===== src/rtl/wave_capture_if.sv =====
// Bus between the capture buffer and its sample source / display reader.
// master drives samples, arm and read address; slave is the capture buffer.
interface wave_capture_if #(
  parameter int unsigned ADDR_W = 8
) ();
  logic signed [15:0] sample_in;
  logic               sample_valid;
  logic               arm;
  logic [ADDR_W-1:0]  rd_addr;
  logic [15:0]        rd_data;
  logic               busy;
  logic               capture_done;
  logic               auto_trig;

  modport master (
    output sample_in, sample_valid, arm, rd_addr,
    input  rd_data, busy, capture_done, auto_trig
  );

  modport slave (
    input  sample_in, sample_valid, arm, rd_addr,
    output rd_data, busy, capture_done, auto_trig
  );
endinterface


===== src/rtl/wave_capture.sv =====
// Oscilloscope-style capture buffer: waits for a rising zero crossing (or a timeout),
// stores a decimated window of samples and freezes it for synchronous readout.
module wave_capture #(
  parameter int unsigned ADDR_W  = 8,
  parameter int unsigned DECIM   = 4,
  parameter int unsigned TIMEOUT = 4800
) (
  input  logic           clk,
  input  logic           reset,
  wave_capture_if.slave  bus
);

  localparam int unsigned Depth    = 1 << ADDR_W;
  localparam int unsigned DecimW   = (DECIM > 1) ? $clog2(DECIM) : 1;
  localparam int unsigned TimeoutW = $clog2(TIMEOUT);

  localparam logic [DecimW-1:0]   DecimLast   = DecimW'(DECIM - 1);
  localparam logic [TimeoutW-1:0] TimeoutLast = TimeoutW'(TIMEOUT - 1);
  localparam logic [ADDR_W-1:0]   AddrLast    = '1;

  typedef enum logic [1:0] {StIdle, StPretrig, StCapture, StDone} state_e;

  state_e                state_q;
  logic                  prev_sign_q;  // only the sign of the previous sample matters
  logic [ADDR_W-1:0]     wr_ptr_q;
  logic [DecimW-1:0]     decim_cnt_q;
  logic [TimeoutW-1:0]   timeout_cnt_q;
  logic                  busy_q;
  logic                  done_q;
  logic                  auto_trig_q;
  logic [15:0]           rd_data_q;
  logic [15:0]           mem [Depth];

  logic                  crossing;
  logic                  trig_timeout;
  logic                  we;
  logic [ADDR_W-1:0]     waddr;

  assign crossing     = bus.sample_valid & prev_sign_q & ~bus.sample_in[15];
  assign trig_timeout = bus.sample_valid & (timeout_cnt_q == TimeoutLast);

  always_comb begin
    we    = 1'b0;
    waddr = wr_ptr_q;
    case (state_q)
      StPretrig: begin
        if (crossing || trig_timeout) begin
          we    = 1'b1;
          waddr = '0;
        end
      end
      StCapture: begin
        if (bus.sample_valid && (decim_cnt_q == DecimLast)) we = 1'b1;
      end
      default: ;
    endcase
  end

  always_ff @(posedge clk) begin
    if (!reset) begin
      state_q       <= StIdle;
      prev_sign_q   <= 1'b0;
      wr_ptr_q      <= '0;
      decim_cnt_q   <= '0;
      timeout_cnt_q <= '0;
      busy_q        <= 1'b0;
      done_q        <= 1'b0;
      auto_trig_q   <= 1'b0;
    end else begin
      if (bus.sample_valid) prev_sign_q <= bus.sample_in[15];
      case (state_q)
        StIdle, StDone: begin
          if (bus.arm) begin
            state_q       <= StPretrig;
            timeout_cnt_q <= '0;
            auto_trig_q   <= 1'b0;
            busy_q        <= 1'b1;
            done_q        <= 1'b0;
          end
        end
        StPretrig: begin
          if (bus.sample_valid) begin
            if (crossing || trig_timeout) begin
              state_q     <= StCapture;
              wr_ptr_q    <= ADDR_W'(1);
              decim_cnt_q <= '0;
              auto_trig_q <= ~crossing;  // a real crossing wins over a coincident timeout
            end else begin
              timeout_cnt_q <= timeout_cnt_q + 1'b1;
            end
          end
        end
        StCapture: begin
          if (bus.sample_valid) begin
            if (decim_cnt_q == DecimLast) begin
              decim_cnt_q <= '0;
              wr_ptr_q    <= wr_ptr_q + 1'b1;
              if (wr_ptr_q == AddrLast) begin
                state_q <= StDone;
                busy_q  <= 1'b0;
                done_q  <= 1'b1;
              end
            end else begin
              decim_cnt_q <= decim_cnt_q + 1'b1;
            end
          end
        end
        default: state_q <= StIdle;
      endcase
    end
  end

  // Sample RAM is deliberately not reset.
  always_ff @(posedge clk) begin
    if (we) mem[waddr] <= bus.sample_in;
  end

  always_ff @(posedge clk) begin
    if (!reset) rd_data_q <= '0;
    else        rd_data_q <= mem[bus.rd_addr];
  end

  assign bus.rd_data      = rd_data_q;
  assign bus.busy         = busy_q;
  assign bus.capture_done = done_q;
  assign bus.auto_trig    = auto_trig_q;

endmodule


===== src/flat_wrapper.sv =====
// flat-port wrapper written by rule: the top's interface ports become plain ports
module wave_capture_flat 
#(
  parameter int unsigned ADDR_W  = 8,
  parameter int unsigned DECIM   = 4,
  parameter int unsigned TIMEOUT = 4800
)
  (clk, reset, bus_sample_in, bus_sample_valid, bus_arm, bus_rd_addr, bus_rd_data, bus_busy, bus_capture_done, bus_auto_trig);
  wave_capture_if #(.ADDR_W(ADDR_W)) bus_i ();
  input  logic clk;
  input  logic reset;
  input wire logic [$bits(bus_i.sample_in)-1:0] bus_sample_in;
  input wire logic [$bits(bus_i.sample_valid)-1:0] bus_sample_valid;
  input wire logic [$bits(bus_i.arm)-1:0] bus_arm;
  input wire logic [$bits(bus_i.rd_addr)-1:0] bus_rd_addr;
  output wire logic [$bits(bus_i.rd_data)-1:0] bus_rd_data;
  output wire logic [$bits(bus_i.busy)-1:0] bus_busy;
  output wire logic [$bits(bus_i.capture_done)-1:0] bus_capture_done;
  output wire logic [$bits(bus_i.auto_trig)-1:0] bus_auto_trig;
  assign bus_i.sample_in = bus_sample_in;
  assign bus_i.sample_valid = bus_sample_valid;
  assign bus_i.arm = bus_arm;
  assign bus_i.rd_addr = bus_rd_addr;
  assign bus_rd_data = bus_i.rd_data;
  assign bus_busy = bus_i.busy;
  assign bus_capture_done = bus_i.capture_done;
  assign bus_auto_trig = bus_i.auto_trig;
  wave_capture #(.ADDR_W(ADDR_W), .DECIM(DECIM), .TIMEOUT(TIMEOUT)) u_core (.clk(clk), .reset(reset), .bus(bus_i));
endmodule

===== config.mk =====
export PLATFORM = sky130hd
export DESIGN_NAME = wave_capture_flat
export DESIGN_NICKNAME = d
export VERILOG_FILES = /design/src/rtl/wave_capture_if.sv /design/src/rtl/wave_capture.sv /design/src/flat_wrapper.sv
export SDC_FILE = /design/constraint.sdc
export NUM_CORES = 2
export LEC_CHECK = 0
export CORE_MARGIN = 2
export CORE_UTILIZATION = 45
export CTS_BUF_LIST = sky130_fd_sc_hd__clkbuf_4 sky130_fd_sc_hd__clkbuf_8 sky130_fd_sc_hd__clkbuf_16
export CTS_CLUSTER_SIZE = 24
export DETAILED_ROUTE_END_ITERATION = 8
export SLEW_MARGIN = 40
export SYNTH_ARGS = -nofsm -noshare
export SYNTH_HDL_FRONTEND = slang
export SYNTH_SLANG_ARGS = --single-unit
export TNS_END_PERCENT = 100

===== constraint.sdc =====
create_clock -name clk -period 9.35 [get_ports clk]
set_clock_uncertainty 0.2 [all_clocks]
set_input_delay 0.935 -clock clk [delete_from_list [all_inputs] [get_ports clk]]
set_output_delay 0.935 -clock clk [all_outputs]
set_load 0.005 [all_outputs]

==> impl_results.md <==
- DR iter-0 viols: 11.4k
- Final ANT Viol Nets: 0
- Status: completed
- Crit Path Class: input pin to flip-flop
- Clk sink count: 4141
- Number of buffers and inverters on the critical path: 3
- Core Footprint: 353000 um2
- Clock buffer depth: 4
- Post-DP HPWL: 262 mm
- Post-layout min period: 5.14 ns
- Placed cells: 12.1k
- Met3 Resource Use GR: 4.26%
- Die Y-Extent: 600 um
- Worst-path clk slew: 0.06 ns
- Rows: 218
- Routed Wire Length: 437 mm
- Worst path most repeated cell: buf_4
- Vias in the first global route: 78.8k
- Gr usage total: 24.1%
- Max-cap check violation count: 0
- Sequential area share after synthesis: 77.5%
- Grt ovf: 0
- Met1 usage: 34.7%
- Non-filler cells in the finished layout: 12.9k
- Syn avg cell area: 21.6 um2
- Largest stage delay, worst path: 0.78 ns
- Worst slew pin tran: 1.02 ns
- Hold-fix buffers at CTS: 0
- Setup_tns: 0 ns
- Post-cts sizing count: 0
- Total leakage power: 56.9 nW
- Initial antenna violation count: 23
- Clock latency on the worst-skew pair: 0.99 ns
- Async set-reset flop share out of synthesis: 0%
- Synth warnings: 0
- Post-route DRC violation count: 0
- Post-Syn Area: 160000 um2
- R2R depth: 9
- Area Growth Syn to Fin: 13.5%
- Yosys top cell area share: 76.9%
- Slew HR: 31.2%
- Synth area leader: edfxtp_1
- Hold Path End: u_core.mem[55][10]
- TritonCTS buffer count: 420
- Pins Over Slew Limit: 0
- VDD IR max: 0.167 mV
- Largest cells by area after synthesis: edfxtp_1 (77%), mux4_2 (12%), mux2i_1 (2.7%)
- EDFF count, synth: 4096
- Final hold slack: 0.136 ns
- Routability cong.: 0.929
- F_max: 195 MHz
- CTS HTree Levels: 5
- Period utilisation layout: 54.9%
- Vias/cell: 6.21
- Worst Path Required: 9.79 ns
- Hold/Removal Path Class: input pin to flip-flop
- CP arrival: 5.57 ns
- Initial core utilization: 45.3%
- CP cell instances: clkdlybuf4s50_1 > nand4bb_1 > or4_1 > a21o_1 > a21oi_4 > nand3_1 > buf_4 > nor2_1 > buf_4
- Syn Inst Count: 7411
- Hold depth: 1
- Grt peak-use layer: met2
- Min-delay src: bus_sample_in[10]
- TritonRoute pass-1 iters: 6
- Reg2Reg Setup Slack: 4.33 ns
- Clock root cell: clkbuf_16
- Synth Flop Type: edfxtp_1
- GR Util met2: 37.4%
- #FFs+latches synth: 4141
- Die area: 360000 um2
- Pin count of the biggest net entering global routing: 161
- DR WL/cell: 33.9 um
- Port Buffers: 46
- Worst r2r src: u_core.timeout_cnt_q[0]
- Layout Nets: 7851
- TritonCTS clock tree: built
- Final hold vios: 0
- CP Max Fanout: 20
- Share of cells above drive strength 1: 26.2%
- RSZ-0062 raised after global routing: false
- Worst path top cell family by delay: simple AND/OR/NAND/NOR gates
- Vias: 80.1k
- First-pass GRT wire length: 611 mm
- Slowest cell on crit path: nand3_1
- Syn Nets: 7445
- Netlist cell types: 76
- IO Count: 47
- Die width: 600 um
- Pwr per Cell Area: 214 nW/um2
- CP Launch Type: input pin
- Crit Reg-Reg Endpoint: u_core.mem[245][2]
- Total setup buffers inserted after CTS: 0
- Worst setup EP type: flip-flop
- Final setup vio count: 0
[flip-flops by register name, summed over array words and instances (netlist names)]
signal,cells
u_core.state_q,2
u_core.bus.capture_done,1
u_core.timeout_cnt_q,13
u_core.bus.rd_data,16
u_core.bus.auto_trig,1
u_core.prev_sign_q,1
u_core.wr_ptr_q,8
u_core.decim_cnt_q,2
u_core.mem,4096
u_core.bus.busy,1
[cell type report]
class                           instances  area (um2)
Fill cell                           27404      172000
Sequential cell                      4141      124000
Multi-Input combinational cell       2814       34100
Clock buffer                          540       11600
Tap cell                             4730        5920
Timing Repair Buffer                  420        4030
Clock inverter                        223        1860
Inverter                               20        82.6
Antenna cell                           12        30.0
[worst max path at each step]
stage / from / to / slack (ns) / cells past startpoint
after global routing: bus_sample_valid / u_core.mem[245][2] / 4.13 / 9
after global placement: bus_rd_addr[1] / u_core.bus.rd_data[8] / 2.97 / 9
after CTS: bus_sample_valid / u_core.mem[247][13] / 4.16 / 9
final: bus_sample_valid / u_core.mem[245][2] / 4.21 / 9
after detailed placement: bus_sample_valid / u_core.mem[247][4] / 3.11 / 9
after floorplan: bus_sample_valid / u_core.mem[238][0] / 5.59 / 9
[worst reg2reg max path: cells and delay by family (launching register included)]
| kind | cells | cell delay (ns) |
|---|---|---|
| fa+ha+maj | 1 | 0.21 |
| simple gates | 4 | 2.08 |
| flops | 1 | 0.37 |
| compound gates | 2 | 1.00 |
| buf+inv | 2 | 0.85 |
[placed cells by master, fill, tap and decap left out, types with 65 or more instances in the layout]
master and n:
a21oi_1 116, buf_4 314, clkbuf_16 427, clkbuf_4 106
clkinv_1 96, clkinv_2 65, edfxtp_1 4096, mux2_2 77
mux2i_1 438, mux4_2 868, nand2_1 73, nor2_1 274
o221ai_1 176, o22ai_1 189
[kinds of logic (layout without fill, tap and decap cells)]
| group | after synthesis | after routing | synth area share [%] |
|---|---|---|---|
| other cells | 0 | 12 | 0 |
| mux | 1383 | 1383 | 15.5 |
| xor+xnor | 10 | 10 | 0.0548 |
| fa+ha+maj | 6 | 6 | 0.0470 |
| simple gates | 668 | 668 | 1.97 |
| compound gates | 747 | 747 | 3.29 |
| flops | 4141 | 4141 | 77.5 |
| buf+inv | 456 | 1203 | 1.63 |
[power breakdown]
group          switching [mW]  internal (mW)  leakage [nW]
Sequential             0.0398           20.4          37.2
Combinational            1.40          0.681          13.0
Clock                    7.01           9.37          6.71
Total                    8.45           30.5          56.9
[synthesized netlist by cell type (6+ instances only)]
library cell  count
ha_1              6
and3_1           14
buf_8             8
mux2i_1         438
a31oi_1          10
mux2_2           77
or4_1             6
nor3b_1          11
dfxtp_1          45
buf_6            51
nor2_1          329
nor4b_1           6
nand2_1          81
o22a_1           13
or3_1             6
buf_4            65
o21ai_0          67
nand4_1          35
o32ai_1          28
mux4_2          868
a22oi_1          28
and2_1           15
nor4_1            7
a21oi_1         118
inv_1            19
nor3_1           46
clkbuf_1        137
a211oi_1         63
nor2b_1          22
o221ai_1        176
buf_1            36
xor2_1            6
o22ai_1         189
buf_2           139
a2111oi_0         6
nand3_1          46
nand2b_1         14
edfxtp_1       4096
[metrics by stage]
stage	utilization, %	total power [mW]	setup WS, ns	area (um2)
4_1_cts	51.3	39.1	4.16	181000
5_1_grt	51.4	39.9	4.13	181000
3_3_place_gp	47.3	22.8	2.97	167000
2_1_floorplan	-	21.9	5.59	160000
3_5_place_dp	47.5	22.9	3.11	168000
6_report	51.4	38.9	4.21	181000
[layer usage]
metal	vias to the layer above	wire (um)
met2	3960	204000
met3	695	39400
li1	32281	-
met4	8	16100
met5	-	60
met1	43117	178000
(Power assumes the default switching activity.)
